[src/rtl/mesh_switch_allocator_pkg.sv]
// rtl/mesh_switch_allocator_pkg.sv - shared MESH router types, port indices and width helpers
package mesh_switch_allocator_pkg;

    localparam int MESH_PORTS = 5;
    localparam int PORT_LOCAL = 0;
    localparam int PORT_NORTH = 1;
    localparam int PORT_EAST  = 2;
    localparam int PORT_SOUTH = 3;
    localparam int PORT_WEST  = 4;

    localparam int PAYLOAD_W  = 32;

    typedef struct packed {
        logic [2:0]           dest;
        logic [PAYLOAD_W-1:0] payload;
    } packet_t;

    function automatic int credit_cnt_w(input int credits);
        return $clog2(credits + 1);
    endfunction

    function automatic int ptr_w(input int n);
        return (n > 1) ? $clog2(n) : 1;
    endfunction

endpackage

[src/rtl/mesh_rr_arbiter.sv]
// rtl/mesh_rr_arbiter.sv - N-way round-robin arbiter with registered pointer and enable
module mesh_rr_arbiter
    import mesh_switch_allocator_pkg::*;
#(
    parameter int N = 5
) (
    input  logic         clk,
    input  logic         reset,
    input  logic         i_en,
    input  logic [N-1:0] i_req,
    output logic [N-1:0] o_gnt
);

    localparam int PW = ptr_w(N);

    logic [PW-1:0] r_ptr;
    logic [PW-1:0] w_ptr_next;
    logic [PW-1:0] w_idx;
    logic          w_hit;

    // Search starts at the pointer and wraps; first requester wins.
    always_comb begin
        o_gnt      = '0;
        w_ptr_next = r_ptr;
        w_hit      = 1'b0;
        w_idx      = '0;
        for (int i = 0; i < N; i++) begin
            w_idx = PW'((int'(r_ptr) + i) % N);
            if (i_en && !w_hit && i_req[w_idx]) begin
                o_gnt[w_idx] = 1'b1;
                w_hit        = 1'b1;
                w_ptr_next   = PW'((int'(w_idx) + 1) % N);
            end
        end
    end

    always_ff @(posedge clk or posedge reset) begin
        if (reset) begin
            r_ptr <= '0;
        end else begin
            r_ptr <= w_ptr_next;
        end
    end

endmodule

[src/rtl/mesh_switch_allocator.sv]
// rtl/mesh_switch_allocator.sv - credit-gated round-robin switch allocator driving the 5x5 crossbar
module mesh_switch_allocator
    import mesh_switch_allocator_pkg::*;
#(
    parameter int N       = 5,
    parameter int M       = 5,
    parameter int CREDITS = 4
) (
    input  logic                  clk,
    input  logic                  reset,
    input  logic [0:N-1][M-1:0]   i_req,
    input  logic [0:M-1]          i_credit,
    output logic [0:N-1]          o_grant,
    output logic [0:M-1][N-1:0]   o_sel,
    output logic [0:M-1]          o_valid,
    output logic [0:M-1]          o_credit_err
);

    localparam int CW = credit_cnt_w(CREDITS);

    logic [CW-1:0] r_cnt [M];
    logic [0:M-1]  r_err;
    logic [N-1:0]  w_col [M];
    logic [N-1:0]  w_gnt [M];

    // Only the MSB (lowest output index) of a multi-bit request counts.
    always_comb begin
        for (int k = 0; k < M; k++) begin
            w_col[k] = '0;
        end
        for (int j = 0; j < N; j++) begin
            for (int k = M - 1; k >= 0; k--) begin
                if (i_req[j][M-1-k]) begin
                    for (int kk = 0; kk < M; kk++) begin
                        w_col[kk][j] = (kk == k);
                    end
                end
            end
        end
    end

    for (genvar k = 0; k < M; k++) begin : g_arb
        mesh_rr_arbiter #(.N(N)) u_arb (
            .clk   (clk),
            .reset (reset),
            .i_en  (!reset && (r_cnt[k] != '0)),
            .i_req (w_col[k]),
            .o_gnt (w_gnt[k])
        );
    end

    always_comb begin
        o_grant = '0;
        for (int k = 0; k < M; k++) begin
            o_valid[k] = |w_gnt[k];
            for (int j = 0; j < N; j++) begin
                o_sel[k][N-1-j] = w_gnt[k][j];
                o_grant[j]      = o_grant[j] | w_gnt[k][j];
            end
        end
    end

    // A credit into a full counter is dropped and flagged for one cycle.
    always_ff @(posedge clk or posedge reset) begin
        if (reset) begin
            for (int k = 0; k < M; k++) begin
                r_cnt[k] <= CW'(CREDITS);
            end
            r_err <= '0;
        end else begin
            for (int k = 0; k < M; k++) begin
                if (i_credit[k] && !o_valid[k] && (r_cnt[k] == CW'(CREDITS))) begin
                    r_err[k] <= 1'b1;
                end else begin
                    r_err[k] <= 1'b0;
                    r_cnt[k] <= r_cnt[k] - CW'(o_valid[k]) + CW'(i_credit[k]);
                end
            end
        end
    end

    assign o_credit_err = r_err;

endmodule

[config.mk]
export PLATFORM = sky130hd
export DESIGN_NAME = mesh_switch_allocator
export DESIGN_NICKNAME = d
export VERILOG_FILES = /design/src/rtl/mesh_switch_allocator_pkg.sv /design/src/rtl/mesh_rr_arbiter.sv /design/src/rtl/mesh_switch_allocator.sv
export SDC_FILE = /design/constraint.sdc
export NUM_CORES = 1
export LEC_CHECK = 0
export BUFFER_PORTS_ARGS = -buffer_cell sky130_fd_sc_hd__buf_4
export CORE_MARGIN = 5
export CORE_UTILIZATION = 35
export CTS_BUF_LIST = sky130_fd_sc_hd__clkbuf_2
export CTS_CLUSTER_DIAMETER = 150
export DETAILED_ROUTE_END_ITERATION = 10
export GPL_ROUTABILITY_DRIVEN = 0
export PLACE_DENSITY = 0.48
export REMOVE_ABC_BUFFERS = 1
export SLEW_MARGIN = 25
export SYNTH_ARGS = -nofsm -noshare
export SYNTH_HDL_FRONTEND = slang
export SYNTH_SLANG_ARGS = --single-unit
[constraint.sdc]
create_clock -name clk -period 24.8 [get_ports clk]
set_clock_uncertainty 0.15 [all_clocks]
set_input_delay 6.2 -clock clk [delete_from_list [all_inputs] [get_ports clk]]
set_output_delay 6.2 -clock clk [all_outputs]
set_load 0.02 [all_outputs]
==> reports/qor.yml <==
result_of_the_run: "finished clean"
synthesis.area_per_instance_um2: 7.17
clk_path_buf_depth: 2
die_w_um: 190
number_of_antenna_violations_at_the_first_check_in_global_routing: 1
portBuffers: 71
drt_drc_violations_left: 0
wirelength_um: 37300
cts-htree-levels: 2
numClockSinks: 35
drive_above_1_share_pct: 11.1
worst_setup_path_end_kind: "output port"
ys_types: 97
yosys.area.top_type: "sky130_fd_sc_hd__ha_1"
cts.root.buffer_cell: "sky130_fd_sc_hd__clkbuf_2"
holdCritStartpoint: "r_cnt[2]$_DFFE_PP1N_"
area.growth.synth_to_final_pct: 7.71
top_level_pins: 72
die_area_um2: 35900
design.final.nets: 1757
drt-initial-drc-count: 918
crit_required_ps: 18450
setup.worst_path.start: "i_req[17]"
fp.coreArea_um2: 31700
setup_viol: 0
grt_start_max_net_pins: 34
holdCritPathClass: "reg -> reg"
finish.utilization_pct: 38.3
unrepaired_setup_endpoints_after_global_routing: "false"
num_vias: 11900
preCtsSetupSlack_ps: 8240
period_needed_ps: 16710
dieHeight_um: 190
critical_path.cell_chain: "buf_4 -> nor3_1 -> and4b_1 -> a211oi_1 -> a221oi_1 -> a31oi_1 -> and3_1 -> nand4_1 -> or3b_1 -> or2_2 -> or3_1 -> buf_4"
post-dp-hpwl_um: 30400
dominant_cell_type_by_count_on_the_critical_path: "sky130_fd_sc_hd__buf_4"
synth.yosys.warnings: 0
setup_ws_ps: 8090
numCtsBuffers: 5
tightestPinTransition_ps: 959
synth_seq_area_share_pct: 7.82
netlist.area_leader.share_pct: 14.2
synth-edff-count: 0
globalRouteOverflowTotal: 0
synth.ff_latch_count: 35
detail_route.first_pass.iterations: 7
critPathKind: "in -> out"
routedWlPerCell_um: 18.7
slew_headroom_pct: 34.3
cts-hold-fix-buffers: 0
ys.flop_type: "sky130_fd_sc_hd__dfrtp_1"
regToRegStartpoint: "g_arb[4].u_arb.r_ptr[0]$_DFFE_PP0P_"
initial_utilization_pct: 35.6
vias_in_the_first_global_route: 10800
synth.top_cells.by_count: "sky130_fd_sc_hd__nand2_1 (131), sky130_fd_sc_hd__ha_1 (128), sky130_fd_sc_hd__nor2_1 (122), sky130_fd_sc_hd__inv_1 (120), sky130_fd_sc_hd__a21oi_1 (92)"
grtUsageTotal_pct: 19.9
report.final.slew_viol_count: 0
tritoncts: "done"
max_stage_delay_ps: 750
drt.antenna.violating_nets: 0
syn-cell-area_um2: 11300
fmax_mhz: 59.8
finalHoldViolations: 0
post-cts-setup-buffer-count: 0
fin_tns_setup_ps: 0
number_of_standard_cells_after_synthesis: 1573
path_max_fanout: 12
cap_violations: 0
period_share_pct: 67.4
grt_first_pass_wirelength_um: 59000
site_row_count: 65
synth_top_cells_by_area: "sky130_fd_sc_hd__ha_1 (14%), sky130_fd_sc_hd__dfrtp_1 (6.7%), sky130_fd_sc_hd__xnor2_1 (4.4%), sky130_fd_sc_hd__nand2_1 (4.4%), sky130_fd_sc_hd__mux2i_1 (4.3%)"
clk_pin_slew_worst_paths_ps: 190
via_per_inst: 5.96
slowest_stage: "sky130_fd_sc_hd__nor3_1"
clock_insertion_delay_worst_skew_ps: 470
ctsResizeCount: 0
synth_most_common_cell: "sky130_fd_sc_hd__nand2_1"
timing.critical_path.from_type: "input port"
timing.critical_path.arrival_ps: 10360
async_flop_share_pct: 100
## kinds of logic after synthesis
group	Yosys count	synth area share, %
xor+xnor	68	5.45
flops	35	7.82
mux	75	7.54
buf+inv	196	6.69
simple gates	605	28.5
fa+ha+maj	135	15.4
compound gates	459	28.5
## cell type report
| type | count | area (um^2) |
|---|---|---|
| inverter | 127 | 477 |
| multi-input combinational | 1342 | 9650 |
| sequential | 35 | 882 |
| antenna | 1 | 2.50 |
| fill | 3383 | 19600 |
| clock inverter | 2 | 12.5 |
| tap | 402 | 503 |
| timing repair buffer | 79 | 593 |
| clock buffer | 6 | 30.0 |
## critical path, delay by kind of cell
kind / cells / cell delay, ps
and+or+nand+nor: 7 / 2790
AOI/OAI and AO/OA: 3 / 1000
buffers and inverters: 2 / 360
## metal layers
metal | wire length, um | track usage [%] | vias to the layer above
li1 | - | - | 5859
met1 | 17900 | 28.9 | 5633
met2 | 16600 | 31.4 | 368
met3 | 2290 | 2.88 | 31
met4 | 480 | 3.90 | 0
met5 | 0 | 0 | -
## registers in the layout (all words and copies together) (netlist names)
name / cells
g_arb.u_arb.r_ptr: 15
r_cnt: 15
o_credit_err: 5
## path summary, 6_finish.rpt
check | cells past startpoint | slack, ps | end
worst max-delay path | 12 | 8090 | o_valid[4]
worst min-delay path | 2 | 430 | r_cnt[2]$_DFFE_PP1N_
worst max register to register | 31 | 16240 | g_arb[4].u_arb.r_ptr[1]$_DFFE_PP0P_
worst min register to register | 2 | 430 | r_cnt[2]$_DFFE_PP1N_
max in group asynchronous | 3 | 18140 | r_cnt[2]$_DFFE_PP1N_
min in group asynchronous | 2 | 5620 | g_arb[3].u_arb.r_ptr[2]$_DFFE_PP0P_
## through the flow
step | hold WS [ps] | area (um^2) | std cells
6_report | 428 | 12100 | 1994
3_3_place_gp | 384 | 12100 | 1985
5_1_grt | 452 | 12100 | 1994
3_5_place_dp | 411 | 12100 | 1985
4_1_cts | 432 | 12100 | 1993
2_1_floorplan | 349 | 11000 | 1504
## cell usage in the layout (no fill, tap or decap), types with 15 or more instances in the layout
cell                       instances
sky130_fd_sc_hd__nand2_1         131
sky130_fd_sc_hd__a31oi_1          25
sky130_fd_sc_hd__a211oi_1         17
sky130_fd_sc_hd__nand4_1          19
sky130_fd_sc_hd__mux2_2           20
sky130_fd_sc_hd__nor2b_1          26
sky130_fd_sc_hd__o22ai_1          17
sky130_fd_sc_hd__o21ai_0          78
sky130_fd_sc_hd__nor2_1          122
sky130_fd_sc_hd__ha_1            128
sky130_fd_sc_hd__inv_1           119
sky130_fd_sc_hd__o211ai_1         17
sky130_fd_sc_hd__and3_1           15
sky130_fd_sc_hd__buf_4            79
sky130_fd_sc_hd__xnor2_1          57
sky130_fd_sc_hd__nand3_1          45
sky130_fd_sc_hd__a21o_1           19
sky130_fd_sc_hd__and2_1           23
sky130_fd_sc_hd__o31ai_1          18
sky130_fd_sc_hd__a21oi_1          92
sky130_fd_sc_hd__dfrtp_1          30
sky130_fd_sc_hd__or2_2            23
sky130_fd_sc_hd__or3_1            16
sky130_fd_sc_hd__nor4_1           17
sky130_fd_sc_hd__nand2b_1         43
sky130_fd_sc_hd__o21a_1           20
sky130_fd_sc_hd__mux2i_1          49
sky130_fd_sc_hd__nor3_1           57
Power is not shown: default switching activity piles up to over one toggle a cycle in this logic, so the estimate is an artifact.
